===== src/rtl/uart_rx_pkg.sv =====
// uart_rx_pkg: shared constants, state encoding and helpers for the UART
// receiver.
//   OVERSAMPLE     sample_tick pulses per bit period
//   DATA_W         payload width
//   START_BIT /
//   STOP_BIT       line levels that frame a byte
//   MAJ_T0..T2     tick-counter values at which a bit is sampled
package uart_rx_pkg;

  localparam int         OVERSAMPLE = 16;
  localparam int         DATA_W     = 8;
  localparam logic       START_BIT  = 1'b0;
  localparam logic       STOP_BIT   = 1'b1;
  localparam logic [3:0] MAJ_T0     = 4'd7;
  localparam logic [3:0] MAJ_T1     = 4'd8;
  localparam logic [3:0] MAJ_T2     = 4'd9;

  typedef enum logic [2:0] {
    ST_IDLE,
    ST_START,
    ST_DATA,
    ST_STOP,
    ST_REARM
  } rx_state_t;

  // 2-of-3 vote used to decide each bit.
  function automatic logic maj3(input logic a, input logic b, input logic c);
    return (a & b) | (a & c) | (b & c);
  endfunction

endpackage


===== src/rtl/uart_rx_if.sv =====
// uart_rx_if: groups the receiver's tick/line inputs and byte outputs.
//   i_sample_tick  16x baud enable pulse
//   i_rx           serial line, idle high
//   o_dout         last good byte
//   o_dout_rdy     one-clk pulse on a good frame
//   o_frame_err    one-clk pulse on a low stop bit
//   o_busy         receiver not idle
// slave = receiver side, master = driver/observer side.
interface uart_rx_if;
  import uart_rx_pkg::*;

  logic              i_sample_tick;
  logic              i_rx;
  logic [DATA_W-1:0] o_dout;
  logic              o_dout_rdy;
  logic              o_frame_err;
  logic              o_busy;

  modport slave (
    input  i_sample_tick, i_rx,
    output o_dout, o_dout_rdy, o_frame_err, o_busy
  );

  modport master (
    output i_sample_tick, i_rx,
    input  o_dout, o_dout_rdy, o_frame_err, o_busy
  );
endinterface


===== src/rtl/uart_rx_sync.sv =====
// uart_rx_sync: SYNC_STAGES-deep flop chain bringing the asynchronous rx
// line into the clk domain. Flops reset to 1 so a reset never looks like a
// start edge.
//   clk, rst_n  clock, asynchronous active-low reset
//   i_rx        raw serial line
//   o_rx_s      synchronised line
module uart_rx_sync #(
  parameter int SYNC_STAGES = 2
) (
  input  logic clk,
  input  logic rst_n,
  input  logic i_rx,
  output logic o_rx_s
);

  logic [SYNC_STAGES-1:0] r_sync;
  logic [SYNC_STAGES:0]   w_chain;

  // Chain of the raw input followed by every stage; the top bit is the output.
  assign w_chain = {r_sync, i_rx};
  assign o_rx_s  = w_chain[SYNC_STAGES];

  always_ff @(posedge clk or negedge rst_n) begin
    if (!rst_n) begin
      r_sync <= '1;
    end else begin
      r_sync <= w_chain[SYNC_STAGES-1:0];
    end
  end

endmodule


===== src/rtl/uart_rx.sv =====
// uart_rx: 8N1 UART receiver with 16x oversampling and 2-of-3 majority
// bit decisions at tick counts 7, 8 and 9.
//   clk    system clock
//   rst_n  asynchronous active-low reset, released synchronously
//   bus    uart_rx_if.slave: sample_tick/rx in; dout, dout_rdy, frame_err,
//          busy out
module uart_rx
  import uart_rx_pkg::*;
#(
  parameter int OVERSAMPLE  = uart_rx_pkg::OVERSAMPLE,
  parameter int SYNC_STAGES = 2
) (
  input  logic     clk,
  input  logic     rst_n,
  uart_rx_if.slave bus
);

  localparam logic [3:0] TICK_LAST = 4'(OVERSAMPLE - 1);
  localparam logic [2:0] BIT_LAST  = 3'(DATA_W - 1);

  rx_state_t         r_state, w_state_next;
  logic [3:0]        r_tick_cnt, w_tick_next;
  logic [2:0]        r_bit_cnt, w_bit_next;
  logic [DATA_W-1:0] r_shift, w_shift_next;
  logic [DATA_W-1:0] r_dout, w_dout_next;
  logic              r_s7, w_s7_next;
  logic              r_s8, w_s8_next;
  logic              r_dout_rdy, w_rdy_next;
  logic              r_frame_err, w_err_next;
  logic              w_rx_s;
  logic              w_maj;
  logic              w_wrap;

  uart_rx_sync #(.SYNC_STAGES(SYNC_STAGES)) u_sync (
    .clk    (clk),
    .rst_n  (rst_n),
    .i_rx   (bus.i_rx),
    .o_rx_s (w_rx_s)
  );

  // Third vote is the live sample, so the decision lands on tick 9 itself.
  assign w_maj  = maj3(r_s7, r_s8, w_rx_s);
  assign w_wrap = (r_tick_cnt == TICK_LAST);

  always_ff @(posedge clk or negedge rst_n) begin
    if (!rst_n) begin
      r_state     <= ST_IDLE;
      r_tick_cnt  <= '0;
      r_bit_cnt   <= '0;
      r_shift     <= '0;
      r_dout      <= '0;
      r_s7        <= 1'b1;
      r_s8        <= 1'b1;
      r_dout_rdy  <= 1'b0;
      r_frame_err <= 1'b0;
    end else begin
      r_state     <= w_state_next;
      r_tick_cnt  <= w_tick_next;
      r_bit_cnt   <= w_bit_next;
      r_shift     <= w_shift_next;
      r_dout      <= w_dout_next;
      r_s7        <= w_s7_next;
      r_s8        <= w_s8_next;
      r_dout_rdy  <= w_rdy_next;
      r_frame_err <= w_err_next;
    end
  end

  always_comb begin
    w_state_next = r_state;
    w_tick_next  = r_tick_cnt;
    w_bit_next   = r_bit_cnt;
    w_shift_next = r_shift;
    w_dout_next  = r_dout;
    w_s7_next    = r_s7;
    w_s8_next    = r_s8;
    w_rdy_next   = 1'b0;
    w_err_next   = 1'b0;

    if (bus.i_sample_tick) begin
      if (r_tick_cnt == MAJ_T0) w_s7_next = w_rx_s;
      if (r_tick_cnt == MAJ_T1) w_s8_next = w_rx_s;
      w_tick_next = w_wrap ? 4'd0 : r_tick_cnt + 4'd1;

      unique case (r_state)
        ST_IDLE: begin
          w_tick_next = '0;
          w_bit_next  = '0;
          if (w_rx_s == START_BIT) w_state_next = ST_START;
        end
        ST_START: begin
          if (r_tick_cnt == MAJ_T2 && w_maj != START_BIT) begin
            w_state_next = ST_IDLE;
            w_tick_next  = '0;
          end else if (w_wrap) begin
            w_state_next = ST_DATA;
            w_bit_next   = '0;
          end
        end
        ST_DATA: begin
          if (r_tick_cnt == MAJ_T2) w_shift_next = {w_maj, r_shift[DATA_W-1:1]};
          if (w_wrap) begin
            if (r_bit_cnt == BIT_LAST) w_state_next = ST_STOP;
            else                       w_bit_next   = r_bit_cnt + 3'd1;
          end
        end
        ST_STOP: begin
          // Leave at tick 9 rather than the wrap so a back-to-back start
          // edge is not missed.
          if (r_tick_cnt == MAJ_T2) begin
            w_tick_next = '0;
            if (w_maj == STOP_BIT) begin
              w_dout_next  = r_shift;
              w_rdy_next   = 1'b1;
              w_state_next = ST_IDLE;
            end else begin
              w_err_next   = 1'b1;
              w_state_next = ST_REARM;
            end
          end
        end
        ST_REARM: begin
          w_tick_next = '0;
          if (w_rx_s == STOP_BIT) w_state_next = ST_IDLE;
        end
        default: begin
          w_state_next = ST_IDLE;
          w_tick_next  = '0;
        end
      endcase
    end
  end

  assign bus.o_dout      = r_dout;
  assign bus.o_dout_rdy  = r_dout_rdy;
  assign bus.o_frame_err = r_frame_err;
  assign bus.o_busy      = (r_state != ST_IDLE);

endmodule


===== src/flat_wrapper.sv =====
// flat-port wrapper written by rule: the top's interface ports become plain ports
module uart_rx_flat import uart_rx_pkg::*;
#(
  parameter int OVERSAMPLE  = uart_rx_pkg::OVERSAMPLE,
  parameter int SYNC_STAGES = 2
)
  (clk, rst_n, bus_i_sample_tick, bus_i_rx, bus_o_dout, bus_o_dout_rdy, bus_o_frame_err, bus_o_busy);
  uart_rx_if bus_i ();
  input  logic clk;
  input  logic rst_n;
  input wire logic [$bits(bus_i.i_sample_tick)-1:0] bus_i_sample_tick;
  input wire logic [$bits(bus_i.i_rx)-1:0] bus_i_rx;
  output wire logic [$bits(bus_i.o_dout)-1:0] bus_o_dout;
  output wire logic [$bits(bus_i.o_dout_rdy)-1:0] bus_o_dout_rdy;
  output wire logic [$bits(bus_i.o_frame_err)-1:0] bus_o_frame_err;
  output wire logic [$bits(bus_i.o_busy)-1:0] bus_o_busy;
  assign bus_i.i_sample_tick = bus_i_sample_tick;
  assign bus_i.i_rx = bus_i_rx;
  assign bus_o_dout = bus_i.o_dout;
  assign bus_o_dout_rdy = bus_i.o_dout_rdy;
  assign bus_o_frame_err = bus_i.o_frame_err;
  assign bus_o_busy = bus_i.o_busy;
  uart_rx #(.OVERSAMPLE(OVERSAMPLE), .SYNC_STAGES(SYNC_STAGES)) u_core (.clk(clk), .rst_n(rst_n), .bus(bus_i));
endmodule

===== config.mk =====
export PLATFORM = sky130hd
export DESIGN_NAME = uart_rx_flat
export DESIGN_NICKNAME = d
export VERILOG_FILES = /design/src/rtl/uart_rx_pkg.sv /design/src/rtl/uart_rx_if.sv /design/src/rtl/uart_rx_sync.sv /design/src/rtl/uart_rx.sv /design/src/flat_wrapper.sv
export SDC_FILE = /design/constraint.sdc
export NUM_CORES = 1
export LEC_CHECK = 0
export BUFFER_PORTS_ARGS = -buffer_cell sky130_fd_sc_hd__buf_2
export CAP_MARGIN = 20
export CORE_MARGIN = 3
export CORE_UTILIZATION = 30
export CTS_CLUSTER_DIAMETER = 200
export DETAILED_ROUTE_END_ITERATION = 6
export SYNTH_ARGS = -nofsm -noshare
export SYNTH_HDL_FRONTEND = slang
export SYNTH_SLANG_ARGS = --single-unit

===== constraint.sdc =====
create_clock -name clk -period 4.2 [get_ports clk]
set_input_delay 0.21 -clock clk [delete_from_list [all_inputs] [get_ports clk]]
set_output_delay 0.21 -clock clk [all_outputs]
set_load 0.01 [all_outputs]

# Yosys cells after proc, flatten, opt, wreduce, memory -nomap -nowiden
# Index checks and enable logic that the tools add are counted.
word_totals:
  inputBits: 4
  register_bits: 32
  out_inout_bits: 11
op_classes:
  muxes: 26
  eq_ne: 18
  bitwise_logic: 5
  add_sub_neg: 2
  n_reduce_logical: 10
ops:
  columns: ["operator", "count"]
  rows:
  - ["2-to-1 mux 3 bit", 12]
  - ["case mux 3 bit (5 select lines)", 1]
  - ["equality test 4 bit, second input constant", 3]
  - ["2-to-1 mux 4 bit", 3]
  - ["case mux 4 bit (3 select lines)", 1]
  - ["case mux 3 bit (3 select lines)", 1]
  - ["2-to-1 mux 1 bit", 8]
  - ["!= test 2 x 1 -> 1 bit, second input constant", 4]
  - ["!= test 2 bit, second input constant", 4]
  - ["AND reduction 7 bit", 1]
  - ["equality test 3 x 2 -> 1 bit, second input constant", 2]
  - ["equality test 3 bit, second input constant", 2]
  - ["AND reduction 6 bit", 1]
  - ["nonzero test 3 bit", 2]
  - ["adder 4 x 1 -> 4 bit, second input constant", 1]
  - ["equality test 4 x 3 -> 1 bit, second input constant", 1]
  - ["AND reduction 2 bit", 2]
  - ["AND reduction 4 bit", 1]
  - ["adder 3 x 1 -> 3 bit, second input constant", 1]
  - ["AND 1 bit", 3]
  - ["equality test 3 x 1 -> 1 bit, second input constant", 1]
  - ["logical NOT 3 bit", 1]
  - ["!= test 3 x 1 -> 1 bit, second input constant", 1]
  - ["AND reduction 3 bit", 1]
  - ["other kinds (2)", 3]

# Logic depth before layout (Yosys ltp)
# Gate-level depths: netlist of the first run.
logic_depth:
  depth_word: 7
  ltp_mapped: 6
  ltp_nobuf: 6

# Cells and area by module
# Synthesis of the first run repeated with hierarchy kept, for this count alone.
unflattened:
  cells_unflattened: 115
  hier_area_um2: 1491.4
by_module_without_submodules:
  columns: ["mod", "cells_per_inst", "instances", "area_each_um2", "seq_area_each_um2"]
  rows:
  - ["uart_rx", 113, 1, 1438.9, 753.2]
  - ["uart_rx_sync", 2, 1, 52.6, 52.6]

# Least setup slack after synthesis of the first run
# No wires, ideal clock.
synth_path:
  path_type: "flip-flop to flip-flop"
  from: "reg u_core.r_tick_cnt[1]"
  to: "reg u_core.r_dout[0], in the netlist u_core.bus.o_dout[0]"
  t_required_ps: 4075
  synth_period_minus_slack_ps: 1552
  path_slack_ps: 2648
  arrival_ps: 1428
  stages_incl_launch_ff: 6
  path_cell_list: "dfrtp_1 > inv_1 > ha_1 > and4b_4 > nand4_4 > mux2_2"
synth_via:
  elab_chain_len: 2
synth_lines:
  columns: ["item", "line_no", "source"]
  rows:
  - ["start: declaration", "uart_rx.sv:22", "logic [3:0] r_tick_cnt, w_tick_next;"]
  - ["start signal: assignment", "uart_rx.sv:58", "r_tick_cnt <= w_tick_next;"]
  - ["equality test 4 bit", "uart_rx.sv:110", "if (r_tick_cnt == MAJ_T2) begin"]
  - ["AND reduction 4 bit (no line)", null, null]
  - ["end signal: assignment", "uart_rx.sv:61", "r_dout <= w_dout_next;"]
  - ["end: declaration", "uart_rx.sv:25", "logic [DATA_W-1:0] r_dout, w_dout_next;"]
# Every way passes these cells.
# A chain may end at the register's enable or synchronous reset.

# Worst setup path after layout of the first run
layout_path:
  from: "reg u_core.r_state[2]"
  to: "reg u_core.r_bit_cnt[0]"
layout_via:
  elab_chain_len: 3
  word_cells_on_any_way: 10
  classes_between: "6 x eq/ne; 1 x mux; 3 x reduce/logical"
layout_lines:
  columns: ["item", "line_no", "source"]
  rows:
  - ["start: declaration", "uart_rx.sv:21", "rx_state_t r_state, w_state_next;"]
  - ["start signal: assignment", "uart_rx.sv:57", "r_state <= w_state_next;"]
  - ["equality test 3 x 2 -> 1 bit, or another cell as far along", "uart_rx.sv:85", "unique case (r_state)"]
  - ["!= test 2 x 1 -> 1 bit (no line), or another cell as far along", null, null]
  - ["AND reduction 6 bit (no line)", null, null]
  - ["end signal: assignment", "uart_rx.sv:59", "r_bit_cnt <= w_bit_next;"]
  - ["end: declaration", "uart_rx.sv:23", "logic [2:0] r_bit_cnt, w_bit_next;"]
# Several ways; a longest one is shown, not always the timed one.

==> results of run 1 <==
## power by group
group / internal, mW / switching (mW) / leakage [nW]
clock: 0.116 / 0.105 / 0.0422
combinational: 0.0637 / 0.0665 / 0.367
sequential: 0.358 / 0.0408 / 0.419
## metrics by stage
stage,setup slack (ps),instances
4_1_cts,2370,198
6_report,2360,198
3_5_place_dp,2340,189
3_3_place_gp,2460,189
2_1_floorplan,2650,114
5_1_grt,2180,198
## layout make-up
| cell class | instances | area, um^2 | area share (%) |
|---|---|---|---|
| flip-flops and latches | 32 | 806 | 47.9 |
| clock buffers | 7 | 76.3 | 4.54 |
| multi-input cells | 75 | 623 | 37.0 |
| inverters | 3 | 11.3 | 0.669 |
| well taps | 65 | 81.3 | 4.83 |
| clock inverters | 1 | 5.00 | 0.297 |
| repair buffers | 15 | 80.1 | 4.76 |
## Yosys cell counts, types with 2 or more instances
master    instances  area [um^2]
nor2b_1           3         18.8
inv_1             3         11.3
mux2_2           19          214
buf_2             2         10.0
o31ai_1           2         15.0
a22o_1            2         17.5
nor2_1            3         11.3
nand4_4           2         42.5
nand2b_1          2         12.5
ha_1              5         62.6
dfrtp_1          28          701
nand2_1           3         11.3
dfstp_2           4          105
nand3_1           7         35.0
a31oi_1           4         25.0
nor3_1            2         10.0
nand4_1           2         12.5
o21ai_0           8         40.0
## path summary, 6_finish.rpt
kind	end	slack [ps]	depth (start not counted)
worst max-delay path	u_core.r_bit_cnt[0]	2360	3
worst min-delay path	u_core.u_sync.r_sync[0]	30	1
worst max register to register	u_core.r_bit_cnt[0]	2360	3
worst min register to register	u_core.u_sync.r_sync[1]	360	0
max in group asynchronous	u_core.bus.o_dout_rdy	3240	2
min in group asynchronous	u_core.r_tick_cnt[2]	510	2
## kinds of logic (layout without fill, tap and decap cells)
kind of cell             count (synthesis)  count (layout)  synth area share (%)
adder cells (fa/ha/maj)                  6               6                  5.05
AND/OR/NAND/NOR                         30              30                  14.0
buffers and inverters                    7              26                  2.23
AO/OA/AOI/OAI                           20              20                  8.99
flip-flops                              32              32                  55.1
multiplexers                            19              19                  14.6
## flip-flops by register name (all words and copies together) (netlist names)
name,count
u_core.bus.o_dout,8
u_core.bus.o_dout_rdy,1
u_core.bus.o_frame_err,1
u_core.r_bit_cnt,3
u_core.r_s7,1
u_core.r_s8,1
u_core.r_shift,8
u_core.r_state,3
u_core.r_tick_cnt,4
u_core.u_sync.r_sync,2
## cell usage in the layout (no fill, tap or decap)
cell	count
a21o_1	1
a21oi_1	1
a22o_1	2
a31oi_1	4
a32oi_1	1
and2b_1	1
and3_1	1
and4b_4	1
buf_2	14
clkbuf_1	2
clkbuf_8	5
clkinv_2	1
dfrtp_1	28
dfstp_2	4
dlygate4sd3_1	1
ha_1	5
inv_1	3
maj3_2	1
mux2_2	19
nand2_1	3
nand2b_1	2
nand3_1	7
nand3b_1	1
nand4_1	2
nand4_4	2
nand4b_1	1
nor2_1	3
nor2b_1	3
nor3_1	2
o21ai_0	8
o22ai_2	1
o31ai_1	2
or3_1	1
## layer usage
| layer | GRT usage (%) | up-vias | wire length, um |
|---|---|---|---|
| met5 | 0 | - | 0 |
| li1 | - | 453 | - |
| met3 | 3.83 | 6 | 121 |
| met2 | 16.7 | 21 | 1250 |
| met4 | 4.47 | 0 | 40 |
| met1 | 13.9 | 481 | 1200 |
## worst reg2reg max path: cells and delay by family, from the launching register on
family             cells  cell delay, ps
DFF                    1             450
and+or+nand+nor        1             600
muxes                  1             350
AOI/OAI and AO/OA      1             320
## timing repair
action,4_1_cts,5_1_grt
resized for setup,0,0
hold buffers,1,0
hold endpoints to repair,28,0
==> results.ini, run 1 <==
[final_layout]
drive_above_1_share_pct=36.1
fill_cells=439
diodes=0
design_area_um2=1680
final_util_pct=37.1
syn2layout_area_growth_pct=15.2
fin_nets=141

[detailed_routing]
drc=0
vias=961
avgViaCountPerCell=4.85
wirelength_mm=2.61
ant_nets=0
route.detailed.wl_per_inst_um=13.2
dr.pass1.iters=4
drtIter0Drc=38

[sta]
skew_ps=5.70
min_period_ps=1840
fin_setup_tns_ps=0
hold_viol=0
max_freq_mhz=545
hold_slack_ps=31.6
fin_crit_sh_pct=43.7
rsz0062_at_grt=false
finalSetupViolCount=0
slew_viol_final=0
tightest_slew_ps=718
maxSlewHeadroom_pct=52.1

[global_routing]
antenna_found_initial=0
overflow=0
grt_max_degree=33
grt_usage_pct=10.9
grt_pass1_wl_mm=4.66
grt_pass1_vias=991

[worst_setup_path]
cp_top_family=simple AND/OR/NAND/NOR gates
critPathRequiredTime_ps=4360
crit_path_end_kind=register
crit_path_max_incr_delay_ps=600
crit_chain=nor2b_1 > o21ai_0 > mux2_2
critPathSlowestCell=nor2b_1
critPathMaxFanout=10
path_class=reg -> reg
crit_start=u_core.r_state[2]
cp_num_buf_inv=0
r2r_start=u_core.r_state[2]
start_kind=register
critPathArrivalTime_ps=2000

[yosys]
syn-num-nets=123
synth_edf_count=0
synth-async-reset-ratio_pct=100
yosysSeqAreaShare_pct=55.1
synth_seq_cells=32
synth_area_per_cell_um2=12.8
synth_area_um2=1460
ys_types=31
syn_inst=114
synth_ff_type=dfrtp_1
ys_warn_count=0

[clock_network]
cts-buffers-inserted=5
root_buffer=clkbuf_8
cts.sinks=32
cts_tree=yes
clockBufferDepth=2
htree_levels=2
cts_setup_buffers=0
clock_latency_ps=280
cts.clk_slew.worst_paths_ps=60

[die]
die_w_um=75.8
ios=15
die_area_um2=5740
core.rowCount=24
core_area_um2=4530
initial_utilization_pct=32.2
die_y_um=75.8

[placement]
globalplace.congestion=0.807
placed_area_um2=1590
io_buffers=14
place_hpwl_mm=1.88

[power_and_ir_drop]
totalPowerFinal_uw=751
cellPowerDensity_nw_per_um2=446
p_leak_nw=0.829
vdd_drop_max_uv=206

[status]
outcome=completed

[hold_path]
holdCritPathClass=in -> reg
hp-start=bus_i_rx

[run]
drv_cap=0

Power figures use the tool's default switching activity.
==> run 2: changes to the inputs <==
==> constraint.sdc (replaced) <==
create_clock -name clk -period 1.6 [get_ports clk]
set_input_delay 0.08 -clock clk [delete_from_list [all_inputs] [get_ports clk]]
set_output_delay 0.08 -clock clk [all_outputs]
set_load 0.01 [all_outputs]
==> results.ini, run 2 (synthesized netlist as in run 1, its figures left out) <==
[detailed_routing]
wirelength_mm=3.00
drtIter0Drc=30
dr.pass1.iters=4
vias=1005
ant_nets=0
route.detailed.wl_per_inst_um=14.4
avgViaCountPerCell=4.81
drc=0

[die]
die_area_um2=5740
initial_utilization_pct=32.2
ios=15
core.rowCount=24
die_y_um=75.8
core_area_um2=4530
die_w_um=75.8

[global_routing]
grt_busiest_layer=met2
overflow=0
use_met1_pct=15.5
grt_pass1_wl_mm=5.34
antenna_found_initial=0
grt_usage_pct=12.4
grt_max_degree=33
met2_usage_pct=20.2
grt_pass1_vias=1095
met3_usage_pct=3.96

[placement]
dpl_worst_slack_ps=-21.9
place_hpwl_mm=2.04
io_buffers=14
globalplace.congestion=0.835

[sta]
finalSetupViolCount=0
skew_ps=5.29
hold_slack_ps=200
fin_crit_sh_pct=98.8
slew_viol_final=0
fin_ws_ps=19.3
tightest_slew_ps=687
min_period_ps=1580
maxSlewHeadroom_pct=54.2
max_freq_mhz=633
hold_viol=0
rsz0062_at_grt=true

[worst_setup_path]
crit_path_end_kind=register
critPathRequiredTime_ps=1770
critPathMaxFanout=6
path_class=reg -> reg
start_kind=register
critPathArrivalTime_ps=1750

[clock_network]
cts_tree=yes
cts.sinks=32
cts.clk_slew.worst_paths_ps=70
clockBufferDepth=2
htree_levels=2
cts-buffers-inserted=5
clock_latency_ps=280
root_buffer=clkbuf_8

[final_layout]
diodes=0
fin_nets=152
final_cell_mix=26 x dfrtp_1, 18 x mux2_2, 14 x buf_2
multi_input_area_um2=672
final_common_cell=dfrtp_1
fill_cells=425
syn2layout_area_growth_pct=25.1
drive_above_1_share_pct=46.5
regArea_um2=808

[status]
outcome=completed

[power_and_ir_drop]
totalPowerFinal_mw=2.15
vdd_drop_max_uv=770
p_leak_nw=0.878
cellPowerDensity_nw_per_um2=1180

[run]
drv_cap=0

[hold_path]
holdCritPathClass=in -> reg

-- run 2: final timing paths --
path | startpoint | end | slack [ps] | depth (start not counted)
worst max-delay path | u_core.r_tick_cnt[1] | u_core.bus.o_dout[0] | 20 | 5
worst min-delay path | bus_i_sample_tick | u_core.r_tick_cnt[0] | 200 | 2
worst max register to register | u_core.r_tick_cnt[1] | u_core.bus.o_dout[0] | 20 | 5
worst min register to register | u_core.u_sync.r_sync[0] | u_core.u_sync.r_sync[1] | 360 | 0
max in group asynchronous | rst_n | u_core.r_tick_cnt[0] | 750 | 2
min in group asynchronous | rst_n | u_core.r_tick_cnt[3] | 380 | 2
-- run 2: area by class of cell --
type / instances / share of cell area, %
Sequential cell: 32 / 44.2
Multi-Input combinational cell: 76 / 36.8
Timing Repair Buffer: 25 / 8.62
Clock buffer: 6 / 4.52
Tap cell: 65 / 4.45
Clock inverter: 2 / 0.821
Inverter: 3 / 0.616
-- run 2: critical path: stages (launching register included) --
cell     delay [ps]
dfrtp_2         440
inv_2            80
ha_4            120
and4b_4         300
nand4_2         190
mux2_2          330
-- run 2: metrics by stage --
stage                     cell area (um^2)  cells  utilization, %  TNS [ps]
after detailed placement              1640    195            36.1     -59.8
after global placement                1640    195            36.1         0
final                                 1830    209            40.3         0
after global routing                  1830    209            40.3      -106
after floorplan                       1460    114               -         0
after CTS                             1800    209            39.7         0
-- run 2: power by group --
part	switching (mW)	internal, mW	total, mW	leakage, nW
Sequential	0.121	0.944	1.06	0.417
Combinational	0.208	0.222	0.430	0.418
Clock	0.309	0.348	0.657	0.0434
Total	0.639	1.51	2.15	0.878
-- run 2: per-layer routing --
layer / wire, um / vias up
li1: - / 480
met1: 1380 / 502
met2: 1480 / 19
met3: 112 / 4
met4: 31 / 0
met5: 0 / -
-- run 2: repair_timing --
action | CTS | global route
pin swaps | 0 | 0
cloned | 1 | 0
setup buffers | 3 | 0
endpoints found under the setup margin | 9 | 18
resized for setup | 5 | 7
hold endpoints to repair | 29 | 0
hold buffers | 2 | 0
